## src/rtl/imem_arbiter_pkg.sv

```systemverilog
// Shared definitions for the instruction-memory arbiter: FSM state encodings,
// requester port ids and the address-validity helper.
package imem_arbiter_pkg;

  typedef enum logic [1:0] {
    ST_IDLE = 2'd0,
    ST_READ = 2'd1,
    ST_RESP = 2'd2
  } state_e;

  localparam logic PORT_FETCH = 1'b0;
  localparam logic PORT_DBG   = 1'b1;

  // A word address is bad if it is not word aligned or points past the memory.
  function automatic logic addr_err(input logic [31:0] addr, input int unsigned depth);
    return (addr[1:0] != 2'b00) || ({2'b00, addr[31:2]} >= depth);
  endfunction

endpackage

```

## src/rtl/imem_arbiter_rr_pick2.sv

```systemverilog
// Two-way round-robin pick: a lone requester always wins; when both request,
// ptr names the favoured port. Purely combinational, grants one-hot or zero.
module rr_pick2
  import imem_arbiter_pkg::*;
(
  input  logic v0,
  input  logic v1,
  input  logic ptr,
  output logic g0,
  output logic g1
);

  // Grant selection
  always_comb begin
    g0 = v0 & (~v1 | (ptr == PORT_FETCH));
    g1 = v1 & (~v0 | (ptr == PORT_DBG));
  end

endmodule

```

## src/rtl/imem_arbiter.sv

```systemverilog
// Shares the combinational imem read port between CPU fetch (port 0) and a
// debug master (port 1). One transaction in flight: IDLE -> READ -> RESP.
// Optional grant counters are built when IMEM_ARB_STATS_EN is defined.
module imem_arbiter
  import imem_arbiter_pkg::*;
#(
  parameter int DEPTH = 256
`ifdef IMEM_ARB_STATS_EN
  ,
  parameter int CNT_W = 16
`endif
) (
  input  logic        clk,
  input  logic        reset,
  input  logic        req_valid0,
  output logic        req_ready0,
  input  logic [31:0] req_addr0,
  output logic        rsp_valid0,
  input  logic        rsp_ready0,
  output logic [31:0] rsp_data0,
  output logic        rsp_err0,
  input  logic        req_valid1,
  output logic        req_ready1,
  input  logic [31:0] req_addr1,
  output logic        rsp_valid1,
  input  logic        rsp_ready1,
  output logic [31:0] rsp_data1,
  output logic        rsp_err1,
  output logic [31:0] imem_addr,
  input  logic [31:0] imem_instr,
  output logic        busy
`ifdef IMEM_ARB_STATS_EN
  ,
  output logic [CNT_W-1:0] grant_cnt0,
  output logic [CNT_W-1:0] grant_cnt1
`endif
);

  state_e      state_q, state_d;
  logic        rr_ptr_q, rr_ptr_d;
  logic [31:0] lat_addr_q, lat_addr_d;
  logic        lat_id_q, lat_id_d;
  logic [31:0] data0_q, data0_d, data1_q, data1_d;
  logic        err0_q, err0_d, err1_q, err1_d;
  logic        g0, g1;
  logic        rd_err;
  logic [31:0] rd_word;
  logic        owner_ready;

  rr_pick2 u_pick (
    .v0  (req_valid0),
    .v1  (req_valid1),
    .ptr (rr_ptr_q),
    .g0  (g0),
    .g1  (g1)
  );

  // Registered read result, zeroed on a bad address
  always_comb begin
    rd_err  = addr_err(lat_addr_q, DEPTH);
    rd_word = rd_err ? 32'd0 : imem_instr;
  end

  // Next-state and handshake logic; ready is only offered to the winner in IDLE
  always_comb begin
    state_d     = state_q;
    rr_ptr_d    = rr_ptr_q;
    lat_addr_d  = lat_addr_q;
    lat_id_d    = lat_id_q;
    data0_d     = data0_q;
    data1_d     = data1_q;
    err0_d      = err0_q;
    err1_d      = err1_q;
    req_ready0  = 1'b0;
    req_ready1  = 1'b0;
    owner_ready = (lat_id_q == PORT_DBG) ? rsp_ready1 : rsp_ready0;
    case (state_q)
      ST_IDLE: begin
        req_ready0 = g0;
        req_ready1 = g1;
        if (g0 | g1) begin
          lat_id_d   = g1 ? PORT_DBG : PORT_FETCH;
          lat_addr_d = g1 ? req_addr1 : req_addr0;
          state_d    = ST_READ;
        end
      end
      ST_READ: begin
        if (lat_id_q == PORT_DBG) begin
          data1_d = rd_word;
          err1_d  = rd_err;
        end else begin
          data0_d = rd_word;
          err0_d  = rd_err;
        end
        state_d = ST_RESP;
      end
      ST_RESP: begin
        if (owner_ready) begin
          rr_ptr_d = ~lat_id_q;
          state_d  = ST_IDLE;
        end
      end
      default: state_d = ST_IDLE;
    endcase
  end

  // State and response registers
  always_ff @(posedge clk) begin
    if (reset) begin
      state_q    <= ST_IDLE;
      rr_ptr_q   <= PORT_FETCH;
      lat_addr_q <= 32'd0;
      lat_id_q   <= PORT_FETCH;
      data0_q    <= 32'd0;
      data1_q    <= 32'd0;
      err0_q     <= 1'b0;
      err1_q     <= 1'b0;
    end else begin
      state_q    <= state_d;
      rr_ptr_q   <= rr_ptr_d;
      lat_addr_q <= lat_addr_d;
      lat_id_q   <= lat_id_d;
      data0_q    <= data0_d;
      data1_q    <= data1_d;
      err0_q     <= err0_d;
      err1_q     <= err1_d;
    end
  end

  // Output decode; imem_addr follows the latched address so it never glitches
  always_comb begin
    imem_addr  = lat_addr_q;
    busy       = (state_q != ST_IDLE);
    rsp_valid0 = (state_q == ST_RESP) && (lat_id_q == PORT_FETCH);
    rsp_valid1 = (state_q == ST_RESP) && (lat_id_q == PORT_DBG);
    rsp_data0  = data0_q;
    rsp_data1  = data1_q;
    rsp_err0   = err0_q;
    rsp_err1   = err1_q;
  end

`ifdef IMEM_ARB_STATS_EN
  logic [CNT_W-1:0] cnt0_q, cnt0_d, cnt1_q, cnt1_d;

  // Saturating per-port grant counters
  always_comb begin
    cnt0_d = cnt0_q;
    cnt1_d = cnt1_q;
    if (req_valid0 && req_ready0 && (cnt0_q != {CNT_W{1'b1}})) cnt0_d = cnt0_q + 1'b1;
    if (req_valid1 && req_ready1 && (cnt1_q != {CNT_W{1'b1}})) cnt1_d = cnt1_q + 1'b1;
  end

  // Counter registers
  always_ff @(posedge clk) begin
    if (reset) begin
      cnt0_q <= '0;
      cnt1_q <= '0;
    end else begin
      cnt0_q <= cnt0_d;
      cnt1_q <= cnt1_d;
    end
  end

  assign grant_cnt0 = cnt0_q;
  assign grant_cnt1 = cnt1_q;
`endif

endmodule

```

## config.mk

```make
export PLATFORM = sky130hd
export DESIGN_NAME = imem_arbiter
export DESIGN_NICKNAME = d
export VERILOG_FILES = /design/src/rtl/imem_arbiter_pkg.sv /design/src/rtl/imem_arbiter_rr_pick2.sv /design/src/rtl/imem_arbiter.sv
export SDC_FILE = /design/constraint.sdc
export NUM_CORES = 1
export LEC_CHECK = 0
export BUFFER_PORTS_ARGS = -buffer_cell sky130_fd_sc_hd__buf_2
export CAP_MARGIN = 0
export CORE_AREA = 2 2 132 134
export CTS_BUF_LIST = sky130_fd_sc_hd__clkbuf_8
export DETAILED_ROUTE_END_ITERATION = 7
export DIE_AREA = 0 0 134 136
export GPL_TIMING_DRIVEN = 0
export PLACE_DENSITY_LB_ADDON = 0.25
export SLEW_MARGIN = 20
export SYNTH_ARGS = -nofsm -noshare
export SYNTH_HDL_FRONTEND = slang
export SYNTH_SLANG_ARGS = --single-unit
export TNS_END_PERCENT = 20
```

## constraint.sdc

```tcl
create_clock -name clk -period 1.55 [get_ports clk]
set_input_delay 0 -clock clk [delete_from_list [all_inputs] [get_ports clk]]
set_output_delay 0 -clock clk [all_outputs]
set_load 0.02 [all_outputs]
```

==> insert_results.sql, run 1 <==
INSERT INTO impl_metrics (metric_group, metric, value, unit) VALUES
('floorplanning', 'fp.dieArea', '18200', 'µm²'),
('floorplanning', 'starting_density_of_the_core', '29.5', '%'),
('yosys', 'synth_cell_type_count', '31', ''),
('global_routing', 'globalRouteTotalUtil', '20.3', '%'),
('global_routing', 'antenna_found_initial', '0', ''),
('yosys', 'syn_avg_cell_area', '9.95', 'µm²'),
('power', 'power.share.clock', '27.6', '%'),
('sta', 'unrepaired_setup_endpoints_after_global_routing', 'yes', ''),
('status', 'violations_in_the_final_reports', 'setup timing', ''),
('cells_and_area', 'drive_gt1_share', '43.5', '%'),
('yosys', 'synthesis.area', '4980', 'µm²'),
('cts', 'tritoncts.num_buffers', '9', ''),
('sta', 'postLayoutSetupSlackWorst', '-0.0431', 'ns'),
('global_routing', 'grt_first_pass_wirelength', '29.1', 'mm'),
('yosys', 'synth.most_common_cell', 'dfxtp_1', ''),
('sta', 'finalHoldViolations', '0', ''),
('power', 'total_leakage_power', '0.00408', 'µW'),
('detailed_routing', 'ant_nets', '0', ''),
('power', 'sw_frac_of_total', '33.8', '%'),
('power', 'power_frac_comb', '29.9', '%'),
('worst_setup_path', 'critPathLaunchType', 'register', ''),
('place', 'post-place-ws', '-0.437', 'ns'),
('sta', 'max_freq', '628', 'MHz'),
('worst_setup_path', 'timing.critical_path.slowest_cell_delay', '0.36', 'ns'),
('sta', 'slew_viol_final', '0', ''),
('worst_setup_path', 'timing_worst_setup_path_type', 'register to register', ''),
('place', 'placed_area', '6280', 'µm²'),
('yosys', 'ys_ff_latch', '102', ''),
('cts', 'clock_tree.htree_level_count', '3', ''),
('detailed_routing', 'drt_pre_antenna_iters', '5', ''),
('worst_setup_path', 'worstPathRequired', '1.85', 'ns'),
('power', 'power_per_cell_area', '797', 'nW/µm²'),
('yosys', 'synth_top_area_share', '41.0', '%'),
('yosys', 'number_of_flops_mapped_to_enable_cells_by_yosys', '0', ''),
('status', 'outcome', 'finished, violations left', ''),
('cells_and_area', 'stdcell_area', '8510', 'µm²'),
('floorplanning', 'horizontal_die_dimension', '134', 'µm'),
('yosys', 'async_flop_share', '0', '%'),
('yosys', 'syn_inst', '500', ''),
('cells_and_area', 'fillerInstances', '1543', ''),
('yosys', 'synthTopCellsByArea', 'dfxtp_1 41%, nand3b_1 15%, o41ai_2 13%', ''),
('worst_setup_path', 'critical_path.n_buffers_inverters', '2', ''),
('global_routing', 'grt_pass1_vias', '5595', ''),
('floorplanning', 'ios', '205', ''),
('place', 'hpwlAfterDp', '13.3', 'mm'),
('detailed_routing', 'route.detailed.vias_per_inst', '5.15', ''),
('place', 'finalWeightedCongestion', '0.896', ''),
('cts', 'clock_path_buffers', '2', ''),
('cells_and_area', 'fin_nets', '937', ''),
('sta', 'period_minus_slack', '1.59', 'ns'),
('sta', 'worst_clock_skew', '0.0196', 'ns'),
('detailed_routing', 'route.detailed.drc', '0', ''),
('yosys', 'synth.largest_area_cell', 'dfxtp_1', ''),
('power', 'sequentialPowerShare', '42.6', '%'),
('cells_and_area', 'final_core_utilization', '50.4', '%'),
('worst_setup_path', 'crit_path_end_kind', 'register', ''),
('global_routing', 'gr-total-overflow', '0', ''),
('sta', 'final_min_period_over_clock_period', '103', '%'),
('sta', 'number_of_failing_setup_endpoints_in_the_final_timing_report', '26', ''),
('cts', 'clock_sink_count', '102', ''),
('cts', 'clock_latency', '0.39', 'ns'),
('worst_setup_path', 'crit_arrival', '1.89', 'ns'),
('cts', 'clkSlewWorstSetupHoldPaths', '0.12', 'ns'),
('cts', 'clk_root_buffer_cell', 'clkbuf_8', ''),
('cts', 'cts_tree', 'done', ''),
('cells_and_area', 'area_delta_synth_final', '71.0', '%'),
('floorplanning', 'fp.coreArea', '16900', 'µm²'),
('power', 'internal_dissipation', '4490', 'µW'),
('yosys', 'post_synth_most_frequent_cells', '102 x dfxtp_1, 99 x nand3b_1, 43 x clkbuf_1', ''),
('detailed_routing', 'overall_routed_net_length', '19.4', 'mm'),
('sta', 'worst_pin_slew', '0.659', 'ns');
power by group through the flow:
stage | sequential [µW] | clock [µW] | combinational, µW
after global routing | 2900 | 2020 | 2170
after CTS | 2870 | 1900 | 1790
after floorplan | 3010 | 0 | 772
after global placement | 2900 | 0 | 1390
after detailed placement | 2900 | 0 | 1410
final | 2890 | 1870 | 2030
worst paths after layout:
check,end,startpoint,slack [ns],depth (start not counted)
setup / recovery,rsp_data0[7],imem_addr[13],-0.04,5
hold / removal,rsp_data0[15],imem_instr[15],0.06,3
setup reg to reg,rsp_data0[7],imem_addr[13],-0.04,5
hold reg to reg,rr_ptr_q,rr_ptr_q,0.51,2
layout by cell type (no fill, tap or decap), types with 2 or more instances in the layout:
master | synthesis | routed
clkbuf_4 | 0 | 2
a21oi_1 | 36 | 36
nor3b_1 | 2 | 2
buf_6 | 3 | 9
clkbuf_1 | 43 | 25
clkbuf_16 | 0 | 4
o31a_1 | 2 | 2
nor4_4 | 0 | 5
inv_6 | 0 | 2
o41ai_4 | 0 | 18
o41ai_1 | 25 | 2
buf_12 | 0 | 9
dfxtp_2 | 0 | 7
buf_4 | 3 | 20
clkbuf_2 | 1 | 6
dlygate4sd3_1 | 0 | 100
a311oi_1 | 32 | 32
o21ai_0 | 26 | 26
nand2b_1 | 33 | 33
nand3b_1 | 99 | 99
nand2_1 | 3 | 2
buf_2 | 14 | 210
inv_1 | 5 | 5
dfxtp_1 | 102 | 93
dfxtp_4 | 0 | 2
nor2b_1 | 2 | 2
clkbuf_8 | 0 | 15
o21ai_1 | 7 | 7
o41ai_2 | 39 | 44
metrics by stage:
stage	total power, µW	setup TNS, ns	cells	hold slack [ns]
after floorplan	3780	-0.0719	500	0.183
after global placement	4300	-25.49	927	0.290
after detailed placement	4310	-27.23	927	0.296
after CTS	6570	-2.50	1049	0.0415
after global routing	7090	-6.14	1065	0.0803
final	6790	-0.415	1065	0.0563
timing repair:
action	CTS	global route
gates resized for setup	89	66
buffers inserted	4	13
cloned	2	4
hold buffers	100	0
endpoints found under the hold margin	97	0
pin swaps	25	32
endpoints found under the setup margin	102	98
metal layers:
| metal | global-route usage, % | vias to the layer above | part of all wire [%] |
|---|---|---|---|
| met4 | 6.80 | 0 | 1.6 |
| met3 | 4.44 | 27 | 6.4 |
| li1 | - | 2605 | - |
| met5 | 0 | - | 0 |
| met1 | 23.4 | 2622 | 41 |
| met2 | 37.0 | 228 | 51 |
tightest hold or removal path, cell delays in order:
cell and delay [ns]:
buf_2 0.10, nand2b_1 0.20, o41ai_4 0.10
area by class of cell:
type / count / area, µm² / share of cell area, %
clock inverter: 6 / 75.1 / 0.882
buffer: 69 / 552 / 6.48
multi-input combinational: 323 / 3070 / 36.1
tap: 225 / 282 / 3.31
sequential: 102 / 2060 / 24.2
clock buffer: 10 / 138 / 1.62
timing repair buffer: 325 / 2320 / 27.2
inverter: 5 / 18.8 / 0.220
logic make-up after synthesis:
kind of cell    Yosys count  synth area share, %
compound gates          169                 30.4
buf+inv                  75                 6.71
flops                   102                 41.0
mux                       1                0.201
simple gates            153                 21.7
registers in the layout, summed over array words and instances (netlist names):
name / flops
imem_addr: 32
lat_id_q: 1
rr_ptr_q: 1
rsp_data0: 32
rsp_data1: 32
rsp_err0: 1
rsp_err1: 1
state_q: 2
(Power assumes the default switching activity.)
==> inputs of run 2 (changes only) <==
--- a/config.mk
+++ b/config.mk
@@ -13,6 +13,7 @@
 export DIE_AREA = 0 0 134 136
 export GPL_TIMING_DRIVEN = 0
 export PLACE_DENSITY_LB_ADDON = 0.25
+export SETUP_SLACK_MARGIN = 0.02
 export SLEW_MARGIN = 20
 export SYNTH_ARGS = -nofsm -noshare
 export SYNTH_HDL_FRONTEND = slang
==> run 2 against run 1 <==
Against the previous run: the flow still finishes with violations (setup timing); global-route usage barely moved; sequential cell count unchanged; clock-buffer cell count unchanged; clock power about the same; setup slack got worse by 0.027 ns; clock skew up 0.00098 ns; combinational power decreased by 2%; non-clock buffer count fell by 1; wire length decreased by 1.4%; die area unchanged; fmax down 1.7%; register-to-register slack got worse by 0.03 ns.
==> insert_results.sql, run 2 (synthesis gave the netlist of run 1 again) <==
INSERT INTO impl_metrics (metric_group, metric, value, unit) VALUES
('cts', 'clock_tree.htree_level_count', '3', ''),
('power', 'totalPowerFinal', '6730', 'µW'),
('floorplanning', 'num_rows', '48', ''),
('detailed_routing', 'route.detailed.vias_per_inst', '5.13', ''),
('cts', 'tritoncts.num_buffers', '9', ''),
('worst_setup_path', 'path_cells', 'nor4_4 > nand4_1 > buf_6 > clkbuf_4 > o41ai_2', ''),
('cells_and_area', 'area_delta_synth_final', '66.8', '%'),
('detailed_routing', 'route.detailed.drc', '0', ''),
('detailed_routing', 'overall_routed_net_length', '19.2', 'mm'),
('place', 'hpwlAfterDp', '13.3', 'mm'),
('worst_setup_path', 'timing.critical_path.slowest_cell_delay', '0.37', 'ns'),
('sta', 'finalHoldViolations', '0', ''),
('sta', 'worst_pin_slew', '0.637', 'ns'),
('worst_setup_path', 'timing.critical_path.to', 'rsp_data0[8]', ''),
('detailed_routing', 'drtIter0Drc', '203', ''),
('worst_setup_path', 'r2r_cells', '5', ''),
('detailed_routing', 'routed-wl-met2', '9.69', 'mm'),
('detailed_routing', 'top_layer', 'met4', ''),
('power', 'sw_frac_of_total', '33.5', '%'),
('cells_and_area', 'mostFrequentLayoutCell', 'buf_2', ''),
('floorplanning', 'starting_density_of_the_core', '29.5', '%'),
('worst_setup_path', 'timing_worst_setup_path_type', 'register to register', ''),
('worst_setup_path', 'reg2reg_setup_slack', '-0.07', 'ns'),
('detailed_routing', 'drt_pre_antenna_iters', '4', ''),
('sta', 'worst_clock_skew', '0.0206', 'ns'),
('cells_and_area', 'final_core_utilization', '49.2', '%'),
('sta', 'timing.slew.headroom', '57.5', '%'),
('detailed_routing', 'wl_per_cell', '18.0', 'µm'),
('global_routing', 'grt_pass1_vias', '5606', ''),
('power', 'total_leakage_power', '0.00378', 'µW'),
('sta', 'period_minus_slack', '1.62', 'ns'),
('status', 'outcome', 'finished, violations left', ''),
('power', 'power_per_cell_area', '810', 'nW/µm²'),
('detailed_routing', 'wl_met1', '7.93', 'mm'),
('floorplanning', 'die_h', '136', 'µm'),
('cells_and_area', 'insertedDiodeCount', '0', ''),
('floorplanning', 'ios', '205', ''),
('global_routing', 'globalRouteTotalUtil', '20.2', '%'),
('global_routing', 'gr-total-overflow', '0', ''),
('cts', 'cts_tree', 'done', ''),
('global_routing', 'antenna_found_initial', '0', ''),
('cts', 'clock_path_buffers', '2', ''),
('place', 'post-place-ws', '-0.437', 'ns'),
('power', 'internal_dissipation', '4480', 'µW'),
('power', 'power.switching', '2250', 'µW'),
('cells_and_area', 'fin_nets', '936', ''),
('cells_and_area', 'register_area', '2060', 'µm²'),
('floorplanning', 'fp.dieArea', '18200', 'µm²'),
('worst_setup_path', 'crit_arrival', '1.91', 'ns'),
('worst_setup_path', 'critPathLaunchType', 'register', ''),
('detailed_routing', 'ant_nets', '0', ''),
('sta', 'slew_viol_final', '0', ''),
('worst_setup_path', 'regToRegStartpoint', 'imem_addr[30]', ''),
('power', 'worst_ir_drop_vdd', '0.488', 'mV'),
('sta', 'final_min_period_over_clock_period', '105', '%'),
('worst_setup_path', 'critPathSlowestCell', 'o41ai_2', ''),
('place', 'finalWeightedCongestion', '0.896', ''),
('hold_path', 'hold_path.startpoint', 'imem_instr[15]', ''),
('detailed_routing', 'vias', '5458', ''),
('cts', 'clk_root_buffer_cell', 'clkbuf_8', ''),
('cells_and_area', 'final_cells', '1064', ''),
('power', 'power.share.clock', '27.8', '%'),
('floorplanning', 'horizontal_die_dimension', '134', 'µm'),
('cts', 'clock_sink_count', '102', ''),
('worst_setup_path', 'critical_path_peak_fanout', '10', ''),
('power', 'sequentialPowerShare', '42.8', '%'),
('status', 'violations_in_the_final_reports', 'setup timing', ''),
('flow_run', 'max_cap_viol_count', '0', ''),
('cells_and_area', 'multi_input_comb_area', '2930', 'µm²'),
('sta', 'max_freq', '617', 'MHz'),
('cells_and_area', 'fillerInstances', '1575', ''),
('worst_setup_path', 'worstPathRequired', '1.84', 'ns'),
('sta', 'number_of_failing_setup_endpoints_in_the_final_timing_report', '24', ''),
('cells_and_area', 'drive_gt1_share', '43.1', '%'),
('global_routing', 'grt_start_max_net_pins', '19', ''),
('sta', 'fin_tns_setup', '-0.732', 'ns'),
('worst_setup_path', 'crit_path_end_kind', 'register', ''),
('worst_setup_path', 'crit-reg2reg-capture', 'rsp_data0[8]', ''),
('global_routing', 'grt_first_pass_wirelength', '29.0', 'mm'),
('cells_and_area', 'most-common-layout-cells', '209 x buf_2, 100 x dlygate4sd3_1, 99 x nand3b_1', ''),
('place', 'placement.io_buffers', '202', ''),
('sta', 'postLayoutSetupSlackWorst', '-0.0704', 'ns'),
('cts', 'clkSlewWorstSetupHoldPaths', '0.10', 'ns'),
('floorplanning', 'fp.coreArea', '16900', 'µm²'),
('place', 'dpl.cell_count', '927', ''),
('worst_setup_path', 'critPathLaunch', 'imem_addr[30]', ''),
('detailed_routing', 'wl_met3', '1.15', 'mm'),
('sta', 'unrepaired_setup_endpoints_after_global_routing', 'yes', ''),
('hold_path', 'worstHoldPathType', 'input port to register', ''),
('power', 'power_frac_comb', '29.4', '%'),
('cts', 'clock_latency', '0.39', 'ns');
-- run 2: changes by cell type in the layout (fill, tap and decap cells not counted), moves of 2 or more --
| cell | change |
|---|---|
| o41ai_4 | -10 |
| o41ai_2 | +6 |
| o41ai_1 | +4 |
| buf_12 | -3 |
| buf_6 | +3 |
| clkbuf_4 | +2 |
| dfxtp_2 | +2 |
-- run 2: worst min path at each step --
| stage | endpoint | slack, ns | depth (start not counted) |
|---|---|---|---|
| 2_1_floorplan | imem_addr[10] | 0.18 | 2 |
| 3_3_place_gp | imem_addr[10] | 0.29 | 3 |
| 3_5_place_dp | imem_addr[10] | 0.30 | 3 |
| 4_1_cts | rsp_data1[15] | 0.04 | 3 |
| 5_1_grt | rsp_data1[15] | 0.08 | 3 |
| 6_report | rsp_data1[15] | 0.05 | 3 |
-- run 2: timing repair --
action,CTS,global route
hold buffers,100,0
setup endpoints to repair,102,95
gates cloned,0,4
pin swaps,34,19
setup buffers,8,9
endpoints found under the hold margin,97,0
gates resized for setup,91,49
-- run 2: critical path, delay by kind of cell, from the launching register on --
kind            cells  cell delay, ns
compound gates      1            0.37
buf+inv             2            0.38
flops               1            0.35
simple gates        2            0.44
-- run 2: layout make-up --
class | count | area share (%)
Clock inverter | 6 | 0.904
Inverter | 5 | 0.226
Multi-Input combinational cell | 323 | 35.2
Buffer | 70 | 6.65
Sequential cell | 102 | 24.8
Clock buffer | 10 | 1.66
Tap cell | 225 | 3.39
Timing Repair Buffer | 323 | 27.1
-- run 2: metrics by stage --
stage / area (µm²) / hold WS, ns
global placement: 6280 / 0.290
CTS: 7870 / 0.0354
global route: 8300 / 0.0833
finish: 8300 / 0.0544
floorplan: 4980 / 0.183
detailed placement: 6280 / 0.296
-- run 2: per-layer routing --
layer | up-vias | GRT usage [%]
met5 | - | 0
met4 | 0 | 6.91
met3 | 30 | 4.47
met2 | 206 | 37.0
met1 | 2609 | 23.3
li1 | 2613 | -
-- run 2: power groups by stage --
| stage | clock network, µW | registers [µW] | logic, µW |
|---|---|---|---|
| finish | 1870 | 2880 | 1980 |
| global route | 2020 | 2900 | 2120 |
| CTS | 1900 | 2870 | 1810 |
| detailed placement | 0 | 2900 | 1410 |
| global placement | 0 | 2900 | 1390 |
| floorplan | 0 | 3010 | 772 |
==> inputs of run 3 (changes only) <==
--- a/config.mk
+++ b/config.mk
@@ -7,6 +7,8 @@
 export LEC_CHECK = 0
 export BUFFER_PORTS_ARGS = -buffer_cell sky130_fd_sc_hd__buf_2
 export CAP_MARGIN = 0
+export CELL_PAD_IN_SITES_DETAIL_PLACEMENT = 1
+export CELL_PAD_IN_SITES_GLOBAL_PLACEMENT = 1
 export CORE_AREA = 2 2 132 134
 export CTS_BUF_LIST = sky130_fd_sc_hd__clkbuf_8
 export DETAILED_ROUTE_END_ITERATION = 7
==> run 3 against run 2 <==
Against the previous run: the run still ends with setup timing left; core utilization shrank 0.57 points; sequential share of layout area grew 0.25 points; cell count shrank 0.28%; worst hold slack lost 0.011 ns; setup slack lost 0.080 ns; cell area shrank 1.2%; critical endpoint is now rsp_data1[23]; highest routed layer unchanged.
==> insert_results.sql, run 3 (synthesis gave the netlist of run 1 again) <==
INSERT INTO impl_metrics (metric_group, metric, value, unit) VALUES
('place', 'hpwlAfterDp', '14.0', 'mm'),
('detailed_routing', 'route.detailed.drc', '0', ''),
('detailed_routing', 'drt_pre_antenna_iters', '4', ''),
('sta', 'worst_clock_skew', '0.0114', 'ns'),
('hold_path', 'worstHoldPathType', 'input port to register', ''),
('cells_and_area', 'drive_gt1_share', '43.8', '%'),
('cells_and_area', 'stdcell_area', '8200', 'µm²'),
('worst_setup_path', 'timing_worst_setup_path_type', 'register to register', ''),
('power', 'worst_ir_drop_vdd', '0.361', 'mV'),
('worst_setup_path', 'r2r_cells', '6', ''),
('sta', 'fin_tns_setup', '-6.53', 'ns'),
('cells_and_area', 'fillerInstances', '1891', ''),
('power', 'totalPowerFinal', '6550', 'µW'),
('sta', 'postLayoutSetupSlackWorst', '-0.150', 'ns'),
('cts', 'clk_root_buffer_cell', 'clkbuf_8', ''),
('flow_run', 'max_cap_viol_count', '0', ''),
('floorplanning', 'num_rows', '48', ''),
('worst_setup_path', 'critPathLaunch', 'imem_addr[28]', ''),
('global_routing', 'grt_first_pass_wirelength', '32.9', 'mm'),
('cells_and_area', 'most-common-layout-cells', '208 x buf_2, 99 x nand3b_1, 99 x dlygate4sd3_1', ''),
('detailed_routing', 'ant_nets', '0', ''),
('global_routing', 'globalRouteTotalUtil', '23.0', '%'),
('floorplanning', 'horizontal_die_dimension', '134', 'µm'),
('cts', 'clock_tree.htree_level_count', '3', ''),
('detailed_routing', 'route.detailed.vias_per_inst', '5.24', ''),
('place', 'placement.io_buffers', '202', ''),
('power', 'total_leakage_power', '0.00373', 'µW'),
('detailed_routing', 'overall_routed_net_length', '21.6', 'mm'),
('floorplanning', 'fp.dieArea', '18200', 'µm²'),
('detailed_routing', 'vias', '5558', ''),
('cts', 'tritoncts.num_buffers', '9', ''),
('global_routing', 'gr-total-overflow', '0', ''),
('worst_setup_path', 'worstPathRequired', '1.85', 'ns'),
('place', 'placed_area', '6280', 'µm²'),
('worst_setup_path', 'regToRegStartpoint', 'imem_addr[28]', ''),
('hold_path', 'min_delay_worst_endpoint', 'rsp_data1[20]', ''),
('sta', 'max_freq', '588', 'MHz'),
('detailed_routing', 'wl_per_cell', '20.4', 'µm'),
('status', 'violations_in_the_final_reports', 'setup timing', ''),
('hold_path', 'hold_path.startpoint', 'imem_instr[20]', ''),
('place', 'dpl.cell_count', '927', ''),
('sta', 'number_of_failing_setup_endpoints_in_the_final_timing_report', '66', ''),
('cells_and_area', 'final_cells', '1061', ''),
('cells_and_area', 'final_core_utilization', '48.6', '%'),
('cells_and_area', 'fin_nets', '933', ''),
('worst_setup_path', 'crit_arrival', '2.00', 'ns'),
('place', 'finalWeightedCongestion', '0.820', ''),
('global_routing', 'antenna_found_initial', '0', ''),
('sta', 'worst_pin_slew', '0.743', 'ns'),
('global_routing', 'grt_start_max_net_pins', '19', ''),
('cts', 'clock_latency', '0.40', 'ns'),
('floorplanning', 'ios', '205', ''),
('global_routing', 'grt_pass1_vias', '6111', ''),
('worst_setup_path', 'reg2reg_setup_slack', '-0.15', 'ns'),
('sta', 'finalHoldViolations', '0', ''),
('worst_setup_path', 'critical_path_peak_fanout', '10', ''),
('status', 'outcome', 'finished, violations left', ''),
('hold_path', 'min_path_cells', '3', ''),
('floorplanning', 'die_h', '136', 'µm'),
('floorplanning', 'starting_density_of_the_core', '29.5', '%'),
('power', 'power_per_cell_area', '798', 'nW/µm²'),
('cts', 'clock_path_buffers', '2', ''),
('worst_setup_path', 'crit-reg2reg-capture', 'rsp_data1[23]', ''),
('floorplanning', 'fp.coreArea', '16900', 'µm²'),
('cts', 'clock_sink_count', '102', ''),
('sta', 'unrepaired_setup_endpoints_after_global_routing', 'yes', ''),
('cells_and_area', 'area_delta_synth_final', '64.8', '%'),
('cts', 'cts_tree', 'done', ''),
('worst_setup_path', 'critPathLaunchType', 'register', ''),
('cells_and_area', 'mostFrequentLayoutCell', 'buf_2', ''),
('sta', 'timing.slew.headroom', '50.5', '%'),
('cells_and_area', 'insertedDiodeCount', '0', ''),
('cts', 'clkSlewWorstSetupHoldPaths', '0.10', 'ns'),
('sta', 'slew_viol_final', '0', ''),
('worst_setup_path', 'crit_path_end_kind', 'register', ''),
('detailed_routing', 'drtIter0Drc', '202', ''),
('sta', 'final_min_period_over_clock_period', '110', '%'),
('sta', 'period_minus_slack', '1.70', 'ns');
## run 3: metrics by stage
step	worst slack, ns	hold slack [ns]
floorplan	-0.00355	0.183
global placement	-0.390	0.297
detailed placement	-0.456	0.303
CTS	-0.122	0.0271
global route	-0.282	0.0334
finish	-0.150	0.0434
## run 3: repair_timing
action,4_1_cts,5_1_grt
buffers inserted,10,8
hold endpoints to repair,97,0
hold buffers,99,0
cloned,0,2
setup endpoints to repair,102,99
pin swaps,18,9
gates resized for setup,88,46
## run 3: layout make-up
class	count	area, µm²	area share, %
clock inverter	7	56.3	0.686
inverter	5	18.8	0.229
clock buffer	9	124	1.51
timing repair buffer	321	2210	26.9
tap	225	282	3.43
multi-input combinational	323	2960	36.1
buffer	69	505	6.16
sequential	102	2050	25.0
## run 3: worst max path at each step
stage                    end  slack, ns  cells past startpoint
2_1_floorplan  rsp_data1[22]     -0.004                      5
3_3_place_gp   rsp_data1[22]      -0.39                      5
3_5_place_dp   rsp_data1[20]      -0.46                      5
4_1_cts        rsp_data1[10]      -0.12                      6
5_1_grt        rsp_data1[17]      -0.28                      5
6_report       rsp_data1[23]      -0.15                      6
## run 3: per-layer routing
layer	up-vias	GRT usage [%]	routed length (µm)
li1	2596	-	-
met4	0	8.81	488
met2	213	42.6	11200
met1	2712	25.4	8660
met3	37	5.41	1300
met5	-	0	0
## run 3: where the power goes
group          switching, µW  leakage [µW]  internal [µW]
Sequential               133      0.000833           2750
Clock                   1050     0.0000842            604
Combinational           1130       0.00281            882
Total                   2310       0.00373           4230
## run 3: worst max-delay path: stages, from the launching register on
cell	delay [ns]
dfxtp_2	0.36
nor4_4	0.30
nand4_1	0.15
buf_4	0.18
buf_6	0.14
buf_6	0.16
o41ai_4	0.31
